`config.mk`:
```
export PLATFORM = sky130hd
export DESIGN_NAME = mem_port_arbiter_flat
export DESIGN_NICKNAME = d
export VERILOG_FILES = /design/src/rtl/mem_port_arbiter_pkg.sv /design/src/rtl/mem_port_arbiter_if.sv /design/src/rtl/mem_port_arbiter_wdog.sv /design/src/rtl/mem_port_arbiter.sv /design/src/flat_wrapper.sv
export SDC_FILE = /design/constraint.sdc
export NUM_CORES = 1
export LEC_CHECK = 0
export CAP_MARGIN = 0
export CORE_AREA = 3 3 136 138
export CTS_CLUSTER_SIZE = 28
export DETAILED_ROUTE_END_ITERATION = 10
export DIE_AREA = 0 0 139 141
export PLACE_DENSITY = 0.79
export SLEW_MARGIN = 20
export SYNTH_ARGS = -nofsm -noshare
export SYNTH_HDL_FRONTEND = slang
export SYNTH_HIERARCHICAL = 1
export SYNTH_SLANG_ARGS = --single-unit
```
`constraint.sdc`:
```
create_clock -name clk -period 4.5 [get_ports clk]
set_input_delay 0.9 -clock clk [delete_from_list [all_inputs] [get_ports clk]]
set_output_delay 0.9 -clock clk [all_outputs]
set_load 0.01 [all_outputs]
```
`src/rtl/mem_port_arbiter_pkg.sv`:
```
// Shared types and constants for the fetch / load-store memory port arbiter.
// Pure declarations, no latency, no flow control.
// Imported by the arbiter top and its watchdog counter.
package mem_arb_pkg;

    localparam logic [1:0] ST_IDLE   = 2'd0;
    localparam logic [1:0] ST_BUSY_I = 2'd1;
    localparam logic [1:0] ST_BUSY_D = 2'd2;

    localparam int DEFAULT_TIMEOUT = 255;

    typedef enum logic [1:0] {
        IDLE   = ST_IDLE,
        BUSY_I = ST_BUSY_I,
        BUSY_D = ST_BUSY_D
    } arb_state_t;

    // Tie-break: data wins unless it was the last port served.
    function automatic logic pick_data(input logic i_req, input logic d_req, input logic last_d);
        return d_req && (!i_req || !last_d);
    endfunction

endpackage

```
`src/rtl/mem_port_arbiter_if.sv`:
```
// Bundle of fetch, load/store and memory-side signals around the arbiter.
// No logic, no latency; request/grant handshakes are owned by the arbiter.
// master = arbiter side, slave = requesters plus memory model.
interface mem_port_arbiter_if #(
    parameter int AW = 32,
    parameter int DW = 32
);
    logic          i_req;
    logic [AW-1:0] i_addr;
    logic          i_gnt;
    logic          i_rvalid;
    logic [DW-1:0] i_rdata;
    logic          i_err;

    logic          d_req;
    logic          d_we;
    logic [AW-1:0] d_addr;
    logic [DW-1:0] d_wdata;
    logic          d_gnt;
    logic          d_rvalid;
    logic [DW-1:0] d_rdata;
    logic          d_err;

    logic          m_req;
    logic          m_we;
    logic [AW-1:0] m_addr;
    logic [DW-1:0] m_wdata;
    logic          m_ack;
    logic [DW-1:0] m_rdata;
    logic          sel_data;

    modport master (
        input  i_req, i_addr,
        input  d_req, d_we, d_addr, d_wdata,
        input  m_ack, m_rdata,
        output i_gnt, i_rvalid, i_rdata, i_err,
        output d_gnt, d_rvalid, d_rdata, d_err,
        output m_req, m_we, m_addr, m_wdata, sel_data
    );

    modport slave (
        output i_req, i_addr,
        output d_req, d_we, d_addr, d_wdata,
        output m_ack, m_rdata,
        input  i_gnt, i_rvalid, i_rdata, i_err,
        input  d_gnt, d_rvalid, d_rdata, d_err,
        input  m_req, m_we, m_addr, m_wdata, sel_data
    );

endinterface

```
`src/rtl/mem_port_arbiter_wdog.sv`:
```
// Busy-phase watchdog: clearable saturating up-counter flagging TIMEOUT cycles.
// expired is combinational in the cycle the count would reach TIMEOUT.
// No backpressure; inc is ignored while clr is high.
module mem_arb_wdog
    import mem_arb_pkg::*;
#(
    parameter int TIMEOUT = DEFAULT_TIMEOUT
) (
    input  logic clk,
    input  logic rst,
    input  logic clr,
    input  logic inc,
    output logic expired
);

    localparam int              CW   = $clog2(TIMEOUT + 1);
    localparam logic [CW-1:0]   LAST = CW'(TIMEOUT - 1);
    localparam logic [CW-1:0]   MAX  = CW'(TIMEOUT);

    logic [CW-1:0] cnt;

    always_ff @(posedge clk or posedge rst) begin
        if (rst) begin
            cnt <= '0;
        end else if (clr) begin
            cnt <= '0;
        end else if (inc && (cnt != MAX)) begin
            cnt <= cnt + CW'(1);
        end
    end

    // Flag on the cycle whose increment lands on TIMEOUT so the exit
    // happens after exactly TIMEOUT unacknowledged busy cycles.
    assign expired = inc && !clr && (cnt == LAST);

endmodule

```
`src/rtl/mem_port_arbiter.sv`:
```
// Shares one memory port between instruction fetch and load/store, round-robin on ties.
// Grant is combinational in IDLE; completion/abort pulses one cycle after ack/timeout.
// Requesters hold req until grant; memory side holds m_req until m_ack or watchdog expiry.
module mem_port_arbiter
    import mem_arb_pkg::*;
#(
    parameter int AW      = 32,
    parameter int DW      = 32,
    parameter int TIMEOUT = DEFAULT_TIMEOUT
) (
    input  logic clk,
    input  logic rst,
    mem_port_arbiter_if.master bus
);

    arb_state_t    state;
    logic          last_d;
    logic [AW-1:0] addr_q;
    logic          we_q;
    logic [DW-1:0] wdata_q;
    logic          i_rvalid_q, d_rvalid_q, i_err_q, d_err_q;
    logic [DW-1:0] i_rdata_q, d_rdata_q;

    logic busy;
    logic grant_i, grant_d;
    logic wd_expired;

    assign busy = (state != IDLE);

    always_comb begin
        grant_i = 1'b0;
        grant_d = 1'b0;
        if (state == IDLE) begin
            if (pick_data(bus.i_req, bus.d_req, last_d)) begin
                grant_d = 1'b1;
            end else if (bus.i_req) begin
                grant_i = 1'b1;
            end
        end
    end

    mem_arb_wdog #(
        .TIMEOUT (TIMEOUT)
    ) u_wdog (
        .clk     (clk),
        .rst     (rst),
        .clr     (!busy),
        .inc     (busy && !bus.m_ack),
        .expired (wd_expired)
    );

    always_ff @(posedge clk or posedge rst) begin
        if (rst) begin
            state      <= IDLE;
            last_d     <= 1'b0;
            addr_q     <= '0;
            we_q       <= 1'b0;
            wdata_q    <= '0;
            i_rvalid_q <= 1'b0;
            d_rvalid_q <= 1'b0;
            i_err_q    <= 1'b0;
            d_err_q    <= 1'b0;
            i_rdata_q  <= '0;
            d_rdata_q  <= '0;
        end else begin
            i_rvalid_q <= 1'b0;
            d_rvalid_q <= 1'b0;
            i_err_q    <= 1'b0;
            d_err_q    <= 1'b0;
            case (state)
                IDLE: begin
                    if (grant_d) begin
                        state   <= BUSY_D;
                        addr_q  <= bus.d_addr;
                        we_q    <= bus.d_we;
                        wdata_q <= bus.d_wdata;
                    end else if (grant_i) begin
                        state   <= BUSY_I;
                        addr_q  <= bus.i_addr;
                        we_q    <= 1'b0;
                        wdata_q <= '0;
                    end
                end
                BUSY_I, BUSY_D: begin
                    // An ack in the expiry cycle still completes normally.
                    if (bus.m_ack) begin
                        state  <= IDLE;
                        last_d <= (state == BUSY_D);
                        if (state == BUSY_D) begin
                            d_rdata_q  <= bus.m_rdata;
                            d_rvalid_q <= 1'b1;
                        end else begin
                            i_rdata_q  <= bus.m_rdata;
                            i_rvalid_q <= 1'b1;
                        end
                    end else if (wd_expired) begin
                        state   <= IDLE;
                        last_d  <= (state == BUSY_D);
                        d_err_q <= (state == BUSY_D);
                        i_err_q <= (state == BUSY_I);
                    end
                end
                default: state <= IDLE;
            endcase
        end
    end

    assign bus.i_gnt    = grant_i;
    assign bus.d_gnt    = grant_d;
    assign bus.i_rvalid = i_rvalid_q;
    assign bus.d_rvalid = d_rvalid_q;
    assign bus.i_err    = i_err_q;
    assign bus.d_err    = d_err_q;
    assign bus.i_rdata  = i_rdata_q;
    assign bus.d_rdata  = d_rdata_q;

    assign bus.m_req    = busy;
    assign bus.m_we     = we_q;
    assign bus.m_addr   = addr_q;
    assign bus.m_wdata  = wdata_q;
    assign bus.sel_data = (state == BUSY_D);

endmodule

```
`src/flat_wrapper.sv`:
```
// flat-port wrapper written by rule: the top's interface ports become plain ports
module mem_port_arbiter_flat import mem_arb_pkg::*;
#(
    parameter int AW      = 32,
    parameter int DW      = 32,
    parameter int TIMEOUT = DEFAULT_TIMEOUT
)
  (clk, rst, bus_i_req, bus_i_addr, bus_d_req, bus_d_we, bus_d_addr, bus_d_wdata, bus_m_ack, bus_m_rdata, bus_i_gnt, bus_i_rvalid, bus_i_rdata, bus_i_err, bus_d_gnt, bus_d_rvalid, bus_d_rdata, bus_d_err, bus_m_req, bus_m_we, bus_m_addr, bus_m_wdata, bus_sel_data);
  mem_port_arbiter_if #(.AW(AW), .DW(DW)) bus_i ();
  input  logic clk;
  input  logic rst;
  input wire logic [$bits(bus_i.i_req)-1:0] bus_i_req;
  input wire logic [$bits(bus_i.i_addr)-1:0] bus_i_addr;
  input wire logic [$bits(bus_i.d_req)-1:0] bus_d_req;
  input wire logic [$bits(bus_i.d_we)-1:0] bus_d_we;
  input wire logic [$bits(bus_i.d_addr)-1:0] bus_d_addr;
  input wire logic [$bits(bus_i.d_wdata)-1:0] bus_d_wdata;
  input wire logic [$bits(bus_i.m_ack)-1:0] bus_m_ack;
  input wire logic [$bits(bus_i.m_rdata)-1:0] bus_m_rdata;
  output wire logic [$bits(bus_i.i_gnt)-1:0] bus_i_gnt;
  output wire logic [$bits(bus_i.i_rvalid)-1:0] bus_i_rvalid;
  output wire logic [$bits(bus_i.i_rdata)-1:0] bus_i_rdata;
  output wire logic [$bits(bus_i.i_err)-1:0] bus_i_err;
  output wire logic [$bits(bus_i.d_gnt)-1:0] bus_d_gnt;
  output wire logic [$bits(bus_i.d_rvalid)-1:0] bus_d_rvalid;
  output wire logic [$bits(bus_i.d_rdata)-1:0] bus_d_rdata;
  output wire logic [$bits(bus_i.d_err)-1:0] bus_d_err;
  output wire logic [$bits(bus_i.m_req)-1:0] bus_m_req;
  output wire logic [$bits(bus_i.m_we)-1:0] bus_m_we;
  output wire logic [$bits(bus_i.m_addr)-1:0] bus_m_addr;
  output wire logic [$bits(bus_i.m_wdata)-1:0] bus_m_wdata;
  output wire logic [$bits(bus_i.sel_data)-1:0] bus_sel_data;
  assign bus_i.i_req = bus_i_req;
  assign bus_i.i_addr = bus_i_addr;
  assign bus_i.d_req = bus_d_req;
  assign bus_i.d_we = bus_d_we;
  assign bus_i.d_addr = bus_d_addr;
  assign bus_i.d_wdata = bus_d_wdata;
  assign bus_i.m_ack = bus_m_ack;
  assign bus_i.m_rdata = bus_m_rdata;
  assign bus_i_gnt = bus_i.i_gnt;
  assign bus_i_rvalid = bus_i.i_rvalid;
  assign bus_i_rdata = bus_i.i_rdata;
  assign bus_i_err = bus_i.i_err;
  assign bus_d_gnt = bus_i.d_gnt;
  assign bus_d_rvalid = bus_i.d_rvalid;
  assign bus_d_rdata = bus_i.d_rdata;
  assign bus_d_err = bus_i.d_err;
  assign bus_m_req = bus_i.m_req;
  assign bus_m_we = bus_i.m_we;
  assign bus_m_addr = bus_i.m_addr;
  assign bus_m_wdata = bus_i.m_wdata;
  assign bus_sel_data = bus_i.sel_data;
  mem_port_arbiter #(.AW(AW), .DW(DW), .TIMEOUT(TIMEOUT)) u_core (.clk(clk), .rst(rst), .bus(bus_i));
endmodule
```
## After elaboration in Yosys (flattened, before gate mapping)

Index checks and enable logic that the tools add are counted.

| operators by class | value |
|---|---|
| $add $sub $neg | 1 |
| $mul | 0 |
| divide/modulo/power cells | 0 |
| order comparisons | 0 |
| equality and inequality tests | 7 |
| shift operators | 0 |
| mux-type cells | 32 |
| bitwise gates (word level) | 1 |
| reduce and logical (&&, ||, !) cells | 19 |

Operators with widths:

| cell | number |
|---|---|
| 32-bit 2-to-1 mux | 4 |
| 1-bit 2-to-1 mux | 21 |
| 8-bit 2-to-1 mux | 2 |
| 8-bit by 1-bit adder with 8-bit output, second input constant | 1 |
| 8-bit == test, second input constant | 1 |
| 2-bit 2-to-1 mux | 4 |
| 8-bit != test, second input constant | 1 |
| 3-bit != test, second input constant | 2 |
| 2-bit AND reduction | 3 |
| 3-bit AND reduction | 2 |
| 2-bit nonzero test | 3 |
| 1-bit logical AND | 5 |
| 2-bit case mux with 2 select lines | 1 |
| 1-bit logical NOT | 3 |
| 2-bit by 1-bit == test with 1-bit output, second input constant | 1 |
| 2-bit == test, second input constant | 1 |
| 2-bit logical NOT | 1 |
| 2-bit != test, second input constant | 1 |
| 2-bit OR reduction | 1 |
| 1-bit logical OR | 1 |
| 1-bit NOT | 1 |

| storage, ports and cells | value |
|---|---|
| register bits | 144 |
| bits in latches | 0 |
| RAM bits | 0 |
| memory bits (read-only) | 0 |
| input port bits | 134 |
| output and inout port bits | 137 |
| logic and storage cells | 72 |
| memories kept | 0 |

## Depth between registers and ports, before layout

| depth | value |
|---|---|
| word-level depth | 8 |
| mapped depth | 9 |
| gate-level depth less buffers | 8 |

## Hierarchy

The synthesis kept the hierarchy.

Modules (own cells, without submodules):

| module | instances | cells each | area an instance (µm²) | sequential area each (µm²) |
|---|---|---|---|---|
| mem_port_arbiter | 1 | 354 | 5378.9 | 3403.3 |
| mem_arb_wdog | 1 | 49 | 464.2 | 200.2 |

## Least setup slack after synthesis

No wires, ideal clock.

| path | value |
|---|---|
| path type | input port to output port |
| start | input bus_i_req |
| end | output bus_d_gnt |
| arrival time | 1455 ps |
| data required time | 3600 ps |
| slack | 2145 ps |
| stages on the path | 4 |
| buffers on the path | 2 |
| cell sequence | and2_4 > buf_6 > nor2_4 > buf_6 |

| on the way | value |
|---|---|
| word-level cells in the longest chain between the ends | 5 |

RTL lines:

| item | line | RTL |
|---|---|---|
| start: declaration | flat_wrapper.sv:12 | `input wire logic [$bits(bus_i.i_req)-1:0] bus_i_req;` |
| 1-bit logical NOT | mem_port_arbiter_pkg.sv:20 | `return d_req && (!i_req \|\| !last_d);` |
| 1-bit logical OR | mem_port_arbiter_pkg.sv:20 |  |
| 1-bit logical AND | mem_port_arbiter_pkg.sv:20 |  |
| 1-bit 2-to-1 mux | mem_port_arbiter.sv:34 | `if (pick_data(bus.i_req, bus.d_req, last_d)) begin` |
| 1-bit 2-to-1 mux | mem_port_arbiter.sv:33 | `if (state == IDLE) begin` |
| end: declaration | flat_wrapper.sv:24 | `output wire logic [$bits(bus_i.d_gnt)-1:0] bus_d_gnt;` |

No other way between the ends.

## Worst setup path after layout

| path | value |
|---|---|
| start | input bus_d_req |
| end | output bus_d_gnt |

| on the way | value |
|---|---|
| word-level cells in the longest chain between the ends | 3 |

RTL lines:

| item | line | RTL |
|---|---|---|
| start: declaration | flat_wrapper.sv:14 | `input wire logic [$bits(bus_i.d_req)-1:0] bus_d_req;` |
| 1-bit logical AND | mem_port_arbiter_pkg.sv:20 |  |
| 1-bit 2-to-1 mux | mem_port_arbiter.sv:34 |  |
| 1-bit 2-to-1 mux | mem_port_arbiter.sv:33 |  |

No other way between the ends.

==> impl_metrics.yaml <==
clock_tree:
  postCtsSetupBuffers: 0
  cts_tree: "built"
  clock_tree.root_cell: "sky130_fd_sc_hd__clkbuf_16"
  cts.path.max_buffers: 2
  count_of_clock_tree_sinks: 144
  cts.repair.resized: 0
  tritoncts.num_buffers: 17
  cts-hold-fix-buffers: 0
  insertion_delay_ns: 0.41
  clk_pin_slew_worst_paths_ns: 0.06
  htree_levels: 4
power:
  vdd.ir_drop.worst_mv: 0.3355
  power_frac_seq_pct: 33.3
  swShare_pct: 31.62
  total_leakage_power_nw: 3.838
  power-per-cell-area_mw_per_mm2: 718.8
  p_switching_mw: 2.118
  clkPwrFrac_pct: 21.4
  cellInternalPower_mw: 4.580
  comb_power_share_pct: 45.4
layout:
  num_antenna_cells: 0
  nNetsFinal: 812
  final_layout_size_suffix_gt1_share_pct: 21.87
  final_core_util_pct: 53.87
  growth_of_design_area_from_synthesis_to_finish_pct: 59.46
  finalNonFillerCells: 911
drt:
  drt_pre_antenna_iters: 5
  wirelength_mm: 16.99
  wire_per_inst_microns: 18.65
  num_vias: 4586
  drc: 0
  via_per_inst: 5.034
  detailedRoute.firstIterationViolations: 210
  antenna_left: 0
worst_setup_path:
  endpoint_of_the_lowest_slack_register_to_register_path: "u_core/bus.i_rdata[21]"
  worst_r2r_path_depth: 4
  setup_slack_of_the_worst_register_to_register_path_ns: 2.20
  critPathCaptureType: "output port"
  critPathLaunchType: "input pin"
  cp.arrival_ns: 2.51
  setup.worst_path.class: "in2out"
  worst-endpoint-required_ns: 3.60
  cp_max_fo: 34
  rr_startpoint: "u_core/state[0]"
grt:
  gr-usage-met2_pct: 30.66
  grt_max_degree: 73
  via_count_of_the_first_global_routing_pass: 4932
  global_route.overflow_total: 0
  grt_pass1_wl_mm: 27.25
  grt_antenna_before_repair: 0
  grt-busiest-layer: "met2"
  global_route.usage.met1_pct: 20.31
  grtUsageTotal_pct: 17.42
  fraction_of_met3_tracks_used_by_global_routing_pct: 4.410
placement:
  numPlacedInstances: 879
  place.detailed.hpwl_mm: 12.47
  finalWeightedCongestion: 0.8548
  portBuffers: 270
timing:
  timing.setup.tns_ns: 0
  slew_headroom_pct: 33.58
  whs_ns: 0.4999
  drv_slew: 0
  final_hold_viol_count: 0
  worst-slew-pin-transition_ns: 0.9910
  fin_skew_ns: 0.01147
  final.period_utilization_pct: 75.70
  fmax_mhz: 293.5
  period_needed_ns: 3.407
  final-setup-viol-count: 0
  grt_setup_unrepaired: "false"
logic_synthesis:
  post_synth_top_cells: "144 x sky130_fd_sc_hd__dfrtp_1, 65 x sky130_fd_sc_hd__mux2_2, 33 x sky130_fd_sc_hd__a22o_1, 33 x sky130_fd_sc_hd__or3_1, 32 x sky130_fd_sc_hd__o221a_2"
  synthFlopType: "sky130_fd_sc_hd__dfrtp_1"
  avgSynthCellArea_sq_um: 14.50
  synth-edff-count: 0
  ys_warn_count: 6
  asyncSetResetFlopFracSynth_pct: 100.0
  synth.lib_cells_used.distinct: 45
  syn-instance-count: 403
  ys_top_cells_by_area: "sky130_fd_sc_hd__dfrtp_1 62%, sky130_fd_sc_hd__mux2_2 13%, sky130_fd_sc_hd__o221a_2 6.2%"
  synth_top_area_cell: "sky130_fd_sc_hd__dfrtp_1"
  synthesis.area_sq_mm: 0.005843
  syn_nets: 542
  synth_seq_cells: 144
  yosys.cell_count.top_type: "sky130_fd_sc_hd__dfrtp_1"
  seq_area_frac_synth_pct: 61.67
  synthDominantCellAreaShare_pct: 61.67
job:
  cap_viol_max_count: 0
floorplanning:
  start_util_pct: 33.78
  floorplan.rows: 48
  design.portCount: 271
  die_w_microns: 139
  die_area_sq_mm: 0.01960
  die_h_microns: 141
  core_region_area_sq_mm: 0.01730
hold_path:
  hold_depth: 1
  worst_hold_path_class: "reg2reg"
  holdPathEnd: "u_core/bus.m_wdata[10]"
  hold_path_startpoint: "u_core/bus.m_wdata[10]"
run_status:
  run_status: "finished, final reports clean"
## how the worst max path moves through the flow
stage               slack (ns)                to  startpoint
floorplan                 1.91  u_core/bus.d_err         rst
global placement          1.14         bus_d_gnt   bus_d_req
detailed placement        1.10         bus_d_gnt   bus_d_req
CTS                       1.09         bus_d_gnt   bus_d_req
global route              1.04         bus_d_gnt   bus_d_req
finish                    1.09         bus_d_gnt   bus_d_req
## sequential cells by signal, summed over array words and instances (netlist names), 2 cells and up
signal and count:
u_core/u_wdog/cnt 8, u_core/bus.i_rdata 32, u_core/bus.m_wdata 32, u_core/bus.m_addr 32, u_core/state 2, u_core/bus.d_rdata 32
## through the flow
stage / setup WS (ns) / power, mW / cell area [sq um]
5_1_grt: 1.045 / 7.078 / 9318
2_1_floorplan: 1.907 / 3.676 / 5847
4_1_cts: 1.091 / 6.781 / 9318
6_report: 1.093 / 6.698 / 9318
3_5_place_dp: 1.095 / 5.306 / 8710
3_3_place_gp: 1.140 / 5.192 / 8710
## cells by family (layout without fill, tap and decap cells)
logic type               after synthesis  count (layout)  share of synthesized area [%]
XOR/XNOR                               1               1                         0.1499
multiplexers                          65              65                          12.53
AO/OA/AOI/OAI                         84              84                          13.53
AND/OR/NAND/NOR                       65              65                          7.110
flip-flops                           144             144                          61.67
adder cells (fa/ha/maj)                5               5                          1.071
buffers and inverters                 39             322                          3.940
## power by group through the flow
stage          logic, mW  registers (mW)  clock network (mW)
4_1_cts             3.07            2.23                1.47
2_1_floorplan       1.19            2.49                   0
3_3_place_gp        2.98            2.22                   0
3_5_place_dp        3.06            2.25                   0
5_1_grt             3.23            2.31                1.54
6_report            3.04            2.23                1.43
## worst max-delay path, cell delays in order
cell,delay [ns]
sky130_fd_sc_hd__clkdlybuf4s50_1,0.59
sky130_fd_sc_hd__nand2_4,0.25
sky130_fd_sc_hd__nor2_4,0.20
sky130_fd_sc_hd__clkdlybuf4s50_1,0.55
## metal layers
metal  vias to the layer above  share of wire, %
li1                       2066                 -
met1                      2314                39
met2                       173                53
met3                        33               5.3
met4                         0               2.8
met5                         -                 0
## area by class of cell
| type | count | area, sq um |
|---|---|---|
| clock inverters | 14 | 178.9 |
| fillers | 1435 | 7979 |
| repair buffers | 278 | 2763 |
| inverters | 12 | 48.80 |
| well taps | 225 | 281.5 |
| clock buffers | 18 | 429.2 |
| flip-flops and latches | 144 | 3603 |
| multi-input cells | 220 | 2013 |
## layout by cell type, fill, tap and decap left out, types with 4 or more instances in the layout
cell                              synthesis  layout
sky130_fd_sc_hd__clkinvlp_4               0       6
sky130_fd_sc_hd__inv_1                   11      10
sky130_fd_sc_hd__mux2_2                  65      65
sky130_fd_sc_hd__or3_1                   33      33
sky130_fd_sc_hd__nor2_1                   7       7
sky130_fd_sc_hd__o221a_2                 32      32
sky130_fd_sc_hd__a21oi_1                  4       4
sky130_fd_sc_hd__clkbuf_16                0      17
sky130_fd_sc_hd__ha_1                     5       5
sky130_fd_sc_hd__dfrtp_1                144     144
sky130_fd_sc_hd__buf_4                    4       8
sky130_fd_sc_hd__clkdlybuf4s50_1          0     270
sky130_fd_sc_hd__a22o_1                  33      33
Power figures use the tool's default switching activity.
